File: src/rtl/inst_fetch_unit.sv
// Instruction fetch stage: PC, ROM addressing, prefetch FIFO, redirect flush.
// Optional perf counters are enabled with `define IFU_PERF_CNT_EN.
module inst_fetch_unit #(
  parameter int          ADDR_WIDTH = 7,
  parameter logic [31:0] RESET_PC   = 32'h00000000,
  parameter int          DEPTH      = 2
) (
  input  logic                  clk,
  input  logic                  rst,
  output logic [ADDR_WIDTH-1:0] rom_addr,
  input  logic [31:0]           rom_data,
  input  logic                  redirect_valid,
  input  logic [31:0]           redirect_pc,
  output logic                  out_valid,
  input  logic                  out_ready,
  output logic [31:0]           out_inst,
  output logic [31:0]           out_pc
`ifdef IFU_PERF_CNT_EN
  ,
  output logic [31:0]           perf_stall,
  output logic [31:0]           perf_redirect
`endif
);

  localparam int PW = $clog2(DEPTH);
  localparam int CW = PW + 1;

  logic [31:0]   r_pc;
  logic [PW-1:0] r_head;
  logic [PW-1:0] r_tail;
  logic [CW-1:0] r_count;
  logic [31:0]   r_mem_pc   [DEPTH];
  logic [31:0]   r_mem_inst [DEPTH];

  logic w_pop;
  logic w_push;
  logic w_not_full;

  assign rom_addr   = r_pc[ADDR_WIDTH+1:2];
  assign out_valid  = (r_count != '0);
  assign w_not_full = (r_count < CW'(DEPTH));
  assign w_pop      = out_valid & out_ready;
  assign w_push     = ~redirect_valid & (w_not_full | w_pop);

  // Empty FIFO drives zeros so decode never sees stale or X data.
  assign out_inst = out_valid ? r_mem_inst[r_head] : 32'h0;
  assign out_pc   = out_valid ? r_mem_pc[r_head]   : 32'h0;

  always_ff @(posedge clk or posedge rst) begin
    if (rst) begin
      r_pc    <= RESET_PC;
      r_head  <= '0;
      r_tail  <= '0;
      r_count <= '0;
    end else if (redirect_valid) begin
      r_pc    <= {redirect_pc[31:2], 2'b00};
      r_head  <= '0;
      r_tail  <= '0;
      r_count <= '0;
    end else begin
      if (w_push) begin
        r_pc   <= r_pc + 32'd4;
        r_tail <= r_tail + PW'(1);
      end
      if (w_pop) begin
        r_head <= r_head + PW'(1);
      end
      if (w_push && !w_pop) begin
        r_count <= r_count + CW'(1);
      end else if (!w_push && w_pop) begin
        r_count <= r_count - CW'(1);
      end
    end
  end

  always_ff @(posedge clk) begin
    if (w_push) begin
      r_mem_pc[r_tail]   <= r_pc;
      r_mem_inst[r_tail] <= rom_data;
    end
  end

`ifdef IFU_PERF_CNT_EN
  logic [31:0] r_perf_stall;
  logic [31:0] r_perf_redirect;

  always_ff @(posedge clk or posedge rst) begin
    if (rst) begin
      r_perf_stall    <= '0;
      r_perf_redirect <= '0;
    end else begin
      if (out_valid && !out_ready && r_perf_stall != 32'hFFFFFFFF) begin
        r_perf_stall <= r_perf_stall + 32'd1;
      end
      if (redirect_valid && r_perf_redirect != 32'hFFFFFFFF) begin
        r_perf_redirect <= r_perf_redirect + 32'd1;
      end
    end
  end

  assign perf_stall    = r_perf_stall;
  assign perf_redirect = r_perf_redirect;
`endif

endmodule

File: config.mk
export PLATFORM = sky130hd
export DESIGN_NAME = inst_fetch_unit
export DESIGN_NICKNAME = d
export VERILOG_FILES = /design/src/rtl/inst_fetch_unit.sv
export SDC_FILE = /design/constraint.sdc
export NUM_CORES = 1
export LEC_CHECK = 0
export CAP_MARGIN = 20
export CORE_MARGIN = 4
export CORE_UTILIZATION = 55
export DETAILED_ROUTE_END_ITERATION = 10
export GPL_ROUTABILITY_DRIVEN = 0
export PLACE_DENSITY = 0.85
export SKIP_LAST_GASP = 1
export SLEW_MARGIN = 20
export SYNTH_ARGS = -nofsm -noshare
export SYNTH_HDL_FRONTEND = slang
export SYNTH_SLANG_ARGS = --single-unit
File: constraint.sdc
create_clock -name clk -period 15.93 [get_ports clk]
set_input_delay 3.9825 -clock clk [delete_from_list [all_inputs] [get_ports clk]]
set_output_delay 3.9825 -clock clk [all_outputs]
set_load 0.03 [all_outputs]
# After elaboration in Yosys (flattened, before gate mapping)
# Memories as Yosys holds them, arrays and structs flattened.
# Index checks and enable logic that the tools add are counted.
totals:
  out_inout_bits: 72
  reg_bits: 36
  n_memories: 2
  inputBits: 68
  mem_bits_rw: 128
memory_table:
  columns: ["name", "depth", "width", "rd", "rd_clocked_by_memory_dff", "wr", "line", "text"]
  rows:
  - ["r_mem_inst", 2, 32, 1, 0, 1, "33", "logic [31:0] r_mem_inst [DEPTH];"]
  - ["r_mem_pc", 2, 32, 1, 0, 1, "32", "logic [31:0] r_mem_pc [DEPTH];"]
op_classes:
  reduce_logical: 8
  bitwise: 4
  n_lt_le_gt_ge: 1
  n_addsub: 5
  n_mux: 13
ops:
  columns: ["op", "count"]
  rows:
  - ["$mux W32", 4]
  - ["$add A32 B3 Y32 const B", 1]
  - ["$mux W1", 6]
  - ["$mux W2", 3]
  - ["$reduce_bool A2 Y1", 3]
  - ["$reduce_bool A3 Y1", 1]
  - ["$add A1 B1 Y1 const B", 2]
  - ["$add A2 B1 Y2 const B", 1]
  - ["$and A1 B1 Y1", 2]
  - ["$logic_and A1 B1 Y1", 2]
  - ["$logic_not A1 Y1", 2]
  - ["$lt A2 B2 Y1 const B", 1]
  - ["$sub A2 B1 Y2 const B", 1]
  - ["$not A1 Y1", 1]
  - ["$or A1 B1 Y1", 1]

# Logic depth before layout (Yosys ltp)
# Gate-level depths: netlist of run 1.
logic_depth:
  depth_word: 9
  mapped_depth: 6

# Worst setup path after synthesis of run 1
# Ideal clock, no wire load.
synth_path:
  kind: "input port to flip-flop"
  start: "in redirect_valid"
  end: "mem r_mem_inst[0][0] (enable)"
  cell_stages: 5
  slack_ns: 6.316
  arrival_time_ns: 9.056
  t_required_ns: 15.371
  n_path_buf: 4
  cell_sequence: "clkbuf_1 buf_1 clkbuf_1 clkbuf_1 nor3_1"
synth_via:
  elab_chain_len: 4
synth_lines:
  columns: ["element", "line", "text"]
  rows:
  - ["from (decl)", "12", "input logic redirect_valid,"]
  - ["$not A1 Y1", "43", "assign w_push = ~redirect_valid & (w_not_full | w_pop);"]
  - ["$and A1 B1 Y1", "43", null]
  - ["$mux W1", "77", "if (w_push) begin"]
  - ["$mux W1 (implied by the code)", "79", "r_mem_inst[r_tail] <= rom_data;"]
  - ["to (decl)", "33", null]
# No other way between the ends.

# Worst setup path in the final report of run 1
layout_path:
  start: "reg r_head"
  end: "out out_pc[21]"
layout_via:
  elab_chain_len: 2
layout_lines:
  columns: ["element", "line", "text"]
  rows:
  - ["from (decl)", "29", "logic [PW-1:0] r_head;"]
  - ["from (signal assigned)", "66", "r_head <= r_head + PW'(1);"]
  - ["$mem_v2 Z2 W32", null, null]
  - ["$mux W32", "47", "assign out_pc = out_valid ? r_mem_pc[r_head] : 32'h0;"]
  - ["to (decl)", "17", "output logic [31:0] out_pc"]
# No other way between the ends.

==> metrics.yaml, run 1 <==
outcome: "finished clean"
postCtsHoldBufs: 0
mostFrequentLayoutCell: "clkdlybuf4s50_1"
power_leakage_nw: 3.08
ys_seq_area_frac: 0.670
top_usage_layer: "met2"
syn_area_sq_um: 6830
postRouteAntennaNets: 0
tns_ns: 0
dp_hpwl_um: 9310
drtIter0Drc: 442
dr.pass1.iters: 4
fin_crit_ns: 6.66
finalSetupViolCount: 0
fp.coreArea_sq_um: 12100
tightestPinTransition_ns: 1.12
ys_types: 47
vias: 4599
final_layout_size_suffix_gt1_frac: 0.0687
clock.fmax_ghz: 0.150
grt_setup_unrepaired: "no"
grt_overflow: 0
die_area_sq_um: 14300
post_cts_buffers: 0
cts_tree: "done"
met3_usage: 0.0432
dieWidth_um: 119
numCtsBuffers: 17
area_delta_synth_final_pct: 29.5
drv_slew: 0
required_ns: 11.95
h-tree-depth: 4
path_clk_slew_ns: 0.06
critical_path_class: "flip-flop to output port"
antenna_cells: 0
synth_mux_area_frac: 0.0923
wl_per_cell_um: 17.5
rows: 40
cp-end-kind: "output port"
ys_seq_elements: 158
maxCapViolCount: 0
met2_usage: 0.348
cpMaxStageDelayCell: "dfrtp_4"
synth_flop_cell: "edfxtp_1"
relSlewSlack: 0.254
synth-simple-area-share: 0.138
grt_pass1_wl_um: 23400
io_pins: 140
critPathArrivalTime_ns: 2.68
finalPower_mw: 1.10
synth_adder_area_share: 0.00183
cts-resized-gates: 0
fin_cells: 823
hold_violations: 0
clk_latency_ns: 0.41
synth-edff-count: 124
numPlacedInstances: 791
syn_area_per_cell_sq_um: 13.2
worstPathCellList: "mux2i_1 -> nor2_1 -> clkdlybuf4s50_1"
chipHeight_um: 119
grt_util_met1: 0.270
syn_inst: 519
yosysWarnings: 0
synthArstFlopShare: 0.215
hp-class: "flip-flop to flip-flop"
clock_path_buffers: 2
worstPathMaxFanout: 63
crit_path_max_incr_delay_ns: 1.15
antenna_found_initial: 0
cts_root_buffer: "clkbuf_16"
nNetsFinal: 711
grt_usage: 0.208
layout_common_cells: "clkdlybuf4s50_1 (134), edfxtp_1 (124), nor2_1 (75), mux2i_1 (63), dfrtp_1 (33)"
worstSetupStartpointType: "flip-flop"
synth_xor_area_frac: 0.0167
synth_compound_area_frac: 0.0486
port_buffers: 135
grt_pass1_vias: 4620
cts.sinks: 158
finalClockSkew_ns: 0.00699
vias_per_cell: 5.59
grt_start_max_net_pins: 65
initial_core_util: 0.566
wl_um: 14400
synth_top_family_by_area: "simple AND/OR/NAND/NOR gates"
drc_errors: 0
ir_worst_vdd_v: 0.0000664
p_per_area_nw_per_um2: 125
post-route-period-util: 0.418
==> report_power, final <==
| group | switching, mW | leakage (nW) | internal [mW] |
|---|---|---|---|
| logic | 0.107 | 1.24 | 0.0834 |
| clock network | 0.158 | 0.278 | 0.241 |
| registers | 0.0309 | 1.56 | 0.484 |
| total | 0.296 | 3.08 | 0.808 |
==> sequential cells by signal, indices dropped and copies added (netlist names) <==
name        count
r_pc           30
r_tail          1
r_mem_inst     64
r_count         2
r_head          1
r_mem_pc       60
==> final timing paths <==
kind | start | endpoint | slack, ns | cells past startpoint
worst max-delay path | r_head$_DFFE_PP0P_ | out_pc[21] | 9.27 | 3
worst min-delay path | r_pc[12]$_DFFE_PP0P_ | r_mem_pc[0][12]$_DFFE_PP_ | 0.52 | 0
worst max register to register | r_pc[9]$_DFFE_PP0P_ | r_pc[19]$_DFFE_PP0P_ | 13.46 | 4
worst min register to register | r_pc[12]$_DFFE_PP0P_ | r_mem_pc[0][12]$_DFFE_PP_ | 0.52 | 0
max in group asynchronous | rst | r_head$_DFFE_PP0P_ | 11.59 | 3
min in group asynchronous | rst | r_pc[4]$_DFFE_PP0P_ | 3.97 | 3
==> cell families after synthesis <==
logic type,count (synthesis)
muxes,63
other,1
xor gates and xnor gates,13
adders and majority gates,1
DFF,158
buffers and inverters,44
and+or+nand+nor,189
AOI/OAI and AO/OA,50
==> per-layer routing <==
metal / vias up / share of wire
met5: - / 0
met4: 0 / 0.025
met3: 33 / 0.069
met2: 203 / 0.50
met1: 2192 / 0.41
li1: 2171 / -
==> worst max-delay path: cells and delay by family (launching register included) <==
kind / cells / cell delay [ns]
simple gates: 1 / 0.17
flops: 1 / 1.15
buf+inv: 1 / 0.69
mux: 1 / 0.24
==> metrics by stage <==
| stage | cell area (sq um) | setup slack (ns) | hold slack [ns] | util |
|---|---|---|---|---|
| floorplan | 6830 | 6.32 | 0.457 | - |
| global placement | 8250 | 9.34 | 0.480 | 0.684 |
| detailed placement | 8250 | 9.28 | 0.512 | 0.684 |
| CTS | 8840 | 9.21 | 0.517 | 0.733 |
| global route | 8840 | 9.09 | 0.531 | 0.733 |
| finish | 8840 | 9.27 | 0.519 | 0.733 |
==> synth_stat cells, drive strengths merged, types with 7 or more instances <==
master,number,share of area
nand3,21,0.015
o21ai,13,0.0095
nor2,76,0.042
dfrtp,34,0.12
clkbuf,20,0.011
inv,8,0.0044
mux2i,63,0.092
o31ai,10,0.011
nand2,29,0.016
edfxtp,124,0.55
buf,16,0.017
nor2b,7,0.0068
nor3,9,0.0066
or4,8,0.0090
xnor2,8,0.010
nand4,14,0.015
==> cell type report <==
| type | instances | area, sq um |
|---|---|---|
| Clock buffer | 21 | 460 |
| Clock inverter | 11 | 133 |
| Fill cell | 796 | 3220 |
| Inverter | 8 | 30.0 |
| Multi-Input combinational cell | 318 | 2050 |
| Sequential cell | 158 | 4580 |
| Tap cell | 168 | 210 |
| Timing Repair Buffer | 139 | 1380 |
(Power assumes the default switching activity.)
==> inputs of run 2 (changes only) <==
- CORE_UTILIZATION: 55 -> 51
- PLACE_DENSITY: 0.85 -> 0.79
- clock period: 15.93 -> 6.35 ns (I/O delays scaled with it)
==> run 2 against run 1 <==
  * Critical path depth unchanged
  * Sequential share of layout area down 0.16 points
  * First-iteration DRC count shrank 9.3%
  * Wire length decreased by 2.7%
  * Combinational power up 150%
  * Die area up 7.3%
  * Non-clock buffer count unchanged
  * Via count decreased by 0.54%
  * Cell area is 0.31% higher
  * Cell count increased by 0.97%
  * Clock skew fell by 0.0010 ns
  * Clock power rose to 2.6 times the previous value
  * Critical path type unchanged
==> metrics.yaml, run 2 (synthesis gave the netlist of run 1 again) <==
cts_root_buffer: "clkbuf_16"
finalClockSkew_ns: 0.00599  # -0.000998 ns
finalSetupViolCount: 0  # unchanged
numPlacedInstances: 799  # +1.0%
vias: 4574  # -0.54%
r2r_slack_ns: 3.88  # -9.58 ns
dr.pass1.iters: 5  # +1
fin_crit_ns: 4.32
cts.sinks: 158  # unchanged
grt_pass1_wl_um: 22000  # -5.8%
p_per_area_nw_per_um2: 316  # +150%
grt_setup_unrepaired: "no"
nNetsFinal: 711  # unchanged
fillers: 961  # +21%
drtIter0Drc: 401  # -9.3%
path_clk_slew_ns: 0.06  # about the same
worstPathMaxFanout: 63  # unchanged
mostFrequentLayoutCell: "clkdlybuf4s50_1"
critical_path_depth: 3  # unchanged
critical_path_class: "flip-flop to output port"
critPathTopFamily: "flip-flops"
rows: 42  # +5.0%
dieWidth_um: 124  # +3.6%
largest_reg_flops: 64  # unchanged
reg_top3: "r_mem_inst x64, r_mem_pc x60, r_pc x30"
clock.fmax_ghz: 0.231
antenna_cells: 0  # unchanged
critPathArrivalTime_ns: 2.74  # +0.06 ns
worst_slack_ns: 2.03  # -7.25 ns
fin_cells: 831  # +0.97%
port_buffers: 135  # unchanged
min_from: "r_pc[31]$_DFFE_PP0P_"
numCtsBuffers: 17  # unchanged
cts_tree: "done"
holdPathEnd: "r_mem_pc[1][31]$_DFFE_PP_"
grt_overflow: 0  # unchanged
tns_ns: 0  # unchanged
cp-end-kind: "output port"
cts-resized-gates: 0  # unchanged
grt_pass1_vias: 4353  # -5.8%
initial_core_util: 0.518  # -0.0484
rr_endpoint: "r_mem_inst[1][18]$_DFFE_PP_"
reg2reg_from: "r_count[1]$_DFFE_PP0P_"
maxCapViolCount: 0  # unchanged
ir_worst_vdd_v: 0.000209  # +210%
clock_path_buffers: 2  # unchanged
worstSetupStartpointType: "flip-flop"
wl_um: 14000  # -2.7%
die_area_sq_um: 15300  # +7.3%
relSlewSlack: 0.270  # +0.0153
crit_path_max_incr_delay_ns: 1.15  # about the same
chipHeight_um: 124  # +3.6%
layout_common_cells: "clkdlybuf4s50_1 (134), edfxtp_1 (124), nor2_1 (75), mux2i_1 (63), dfrtp_1 (33)"
grt_start_max_net_pins: 65  # unchanged
vias_per_cell: 5.50  # -1.5%
drv_slew: 0  # unchanged
worst-path-buf-inv: 1  # unchanged
h-tree-depth: 4  # unchanged
outcome: "finished clean"
postCtsHoldBufs: 0  # unchanged
power_leakage_nw: 3.09  # +0.51%
antenna_found_initial: 0  # unchanged
postRouteAntennaNets: 0  # unchanged
io_pins: 140  # unchanged
hold_violations: 0  # unchanged
tightestPinTransition_ns: 1.10  # -0.0230 ns
clk_latency_ns: 0.42  # about the same
fp.coreArea_sq_um: 13200  # +9.4%
post_cts_buffers: 0  # unchanged
largest-register: "r_mem_inst"
whs_path_depth: 0  # unchanged
reg2reg_depth: 3  # -1
required_ns: 4.76  # -7.19 ns
final_layout_size_suffix_gt1_frac: 0.0656  # -0.00305
wl_per_cell_um: 16.9  # -3.7%
hp-class: "flip-flop to flip-flop"
post-route-period-util: 0.681
drc_errors: 0  # unchanged
cpMaxStageDelayCell: "dfrtp_4"
dp_slack_ns: 2.05  # -7.24 ns
dp_hpwl_um: 9260  # -0.51%
grt_usage: 0.189  # -0.0197
area_delta_synth_final_pct: 29.9
worstPathCellList: "mux2i_1 -> nor2_1 -> clkdlybuf4s50_1"
==> run 2: cell count changes in the layout (fill, tap and decap cells not counted), moves of 2 or more <==
cell	delta
clkbuf_8	-2
clkinv_2	+3
clkinv_1	+2
bufinv_16	+2
clkinvlp_4	-2
==> run 2: through the flow <==
stage	power, mW	hold slack (ns)	instance area, sq um	util
floorplan	1.59	0.457	6840	-
global placement	1.78	0.489	8260	0.627
detailed placement	1.79	0.509	8260	0.627
CTS	2.82	0.531	8870	0.672
global route	2.90	0.536	8870	0.672
finish	2.80	0.532	8870	0.672
==> run 2: area by class of cell <==
type                            instances  area (sq um)  area share
Clock buffer                           19           433      0.0488
Timing Repair Buffer                  139          1380       0.155
Multi-Input combinational cell        318          2060       0.232
Sequential cell                       158          4580       0.516
Clock inverter                         13           171      0.0193
Tap cell                              176           220      0.0248
Inverter                                8          30.0     0.00339
==> run 2: worst max-delay path by stage <==
stage,start,to
floorplan,redirect_valid,r_mem_inst[0][0]$_DFFE_PP_
global placement,out_ready,r_mem_inst[1][29]$_DFFE_PP_
detailed placement,out_ready,r_mem_inst[1][13]$_DFFE_PP_
CTS,r_head$_DFFE_PP0P_,out_pc[21]
global route,r_head$_DFFE_PP0P_,out_pc[22]
finish,r_head$_DFFE_PP0P_,out_pc[21]
==> run 2: per-layer routing <==
metal / global-route usage / vias to the layer above / share of wire
met4: 0.0754 / 0 / 0.023
met1: 0.237 / 2190 / 0.40
met2: 0.315 / 184 / 0.51
met5: 0 / - / 0
met3: 0.0459 / 27 / 0.070
li1: - / 2173 / -
==> run 2: worst reg2reg max path, stage by stage (launching register included) <==
cell	delay, ns
dfrtp_1	0.44
nand2b_1	0.39
and3_2	0.74
buf_4	0.53
==> run 2: report_power, final <==
| group | total (mW) | internal [mW] | switching (mW) |
|---|---|---|---|
| clock network | 1.03 | 0.652 | 0.379 |
| logic | 0.477 | 0.210 | 0.267 |
| registers | 1.29 | 1.22 | 0.0775 |
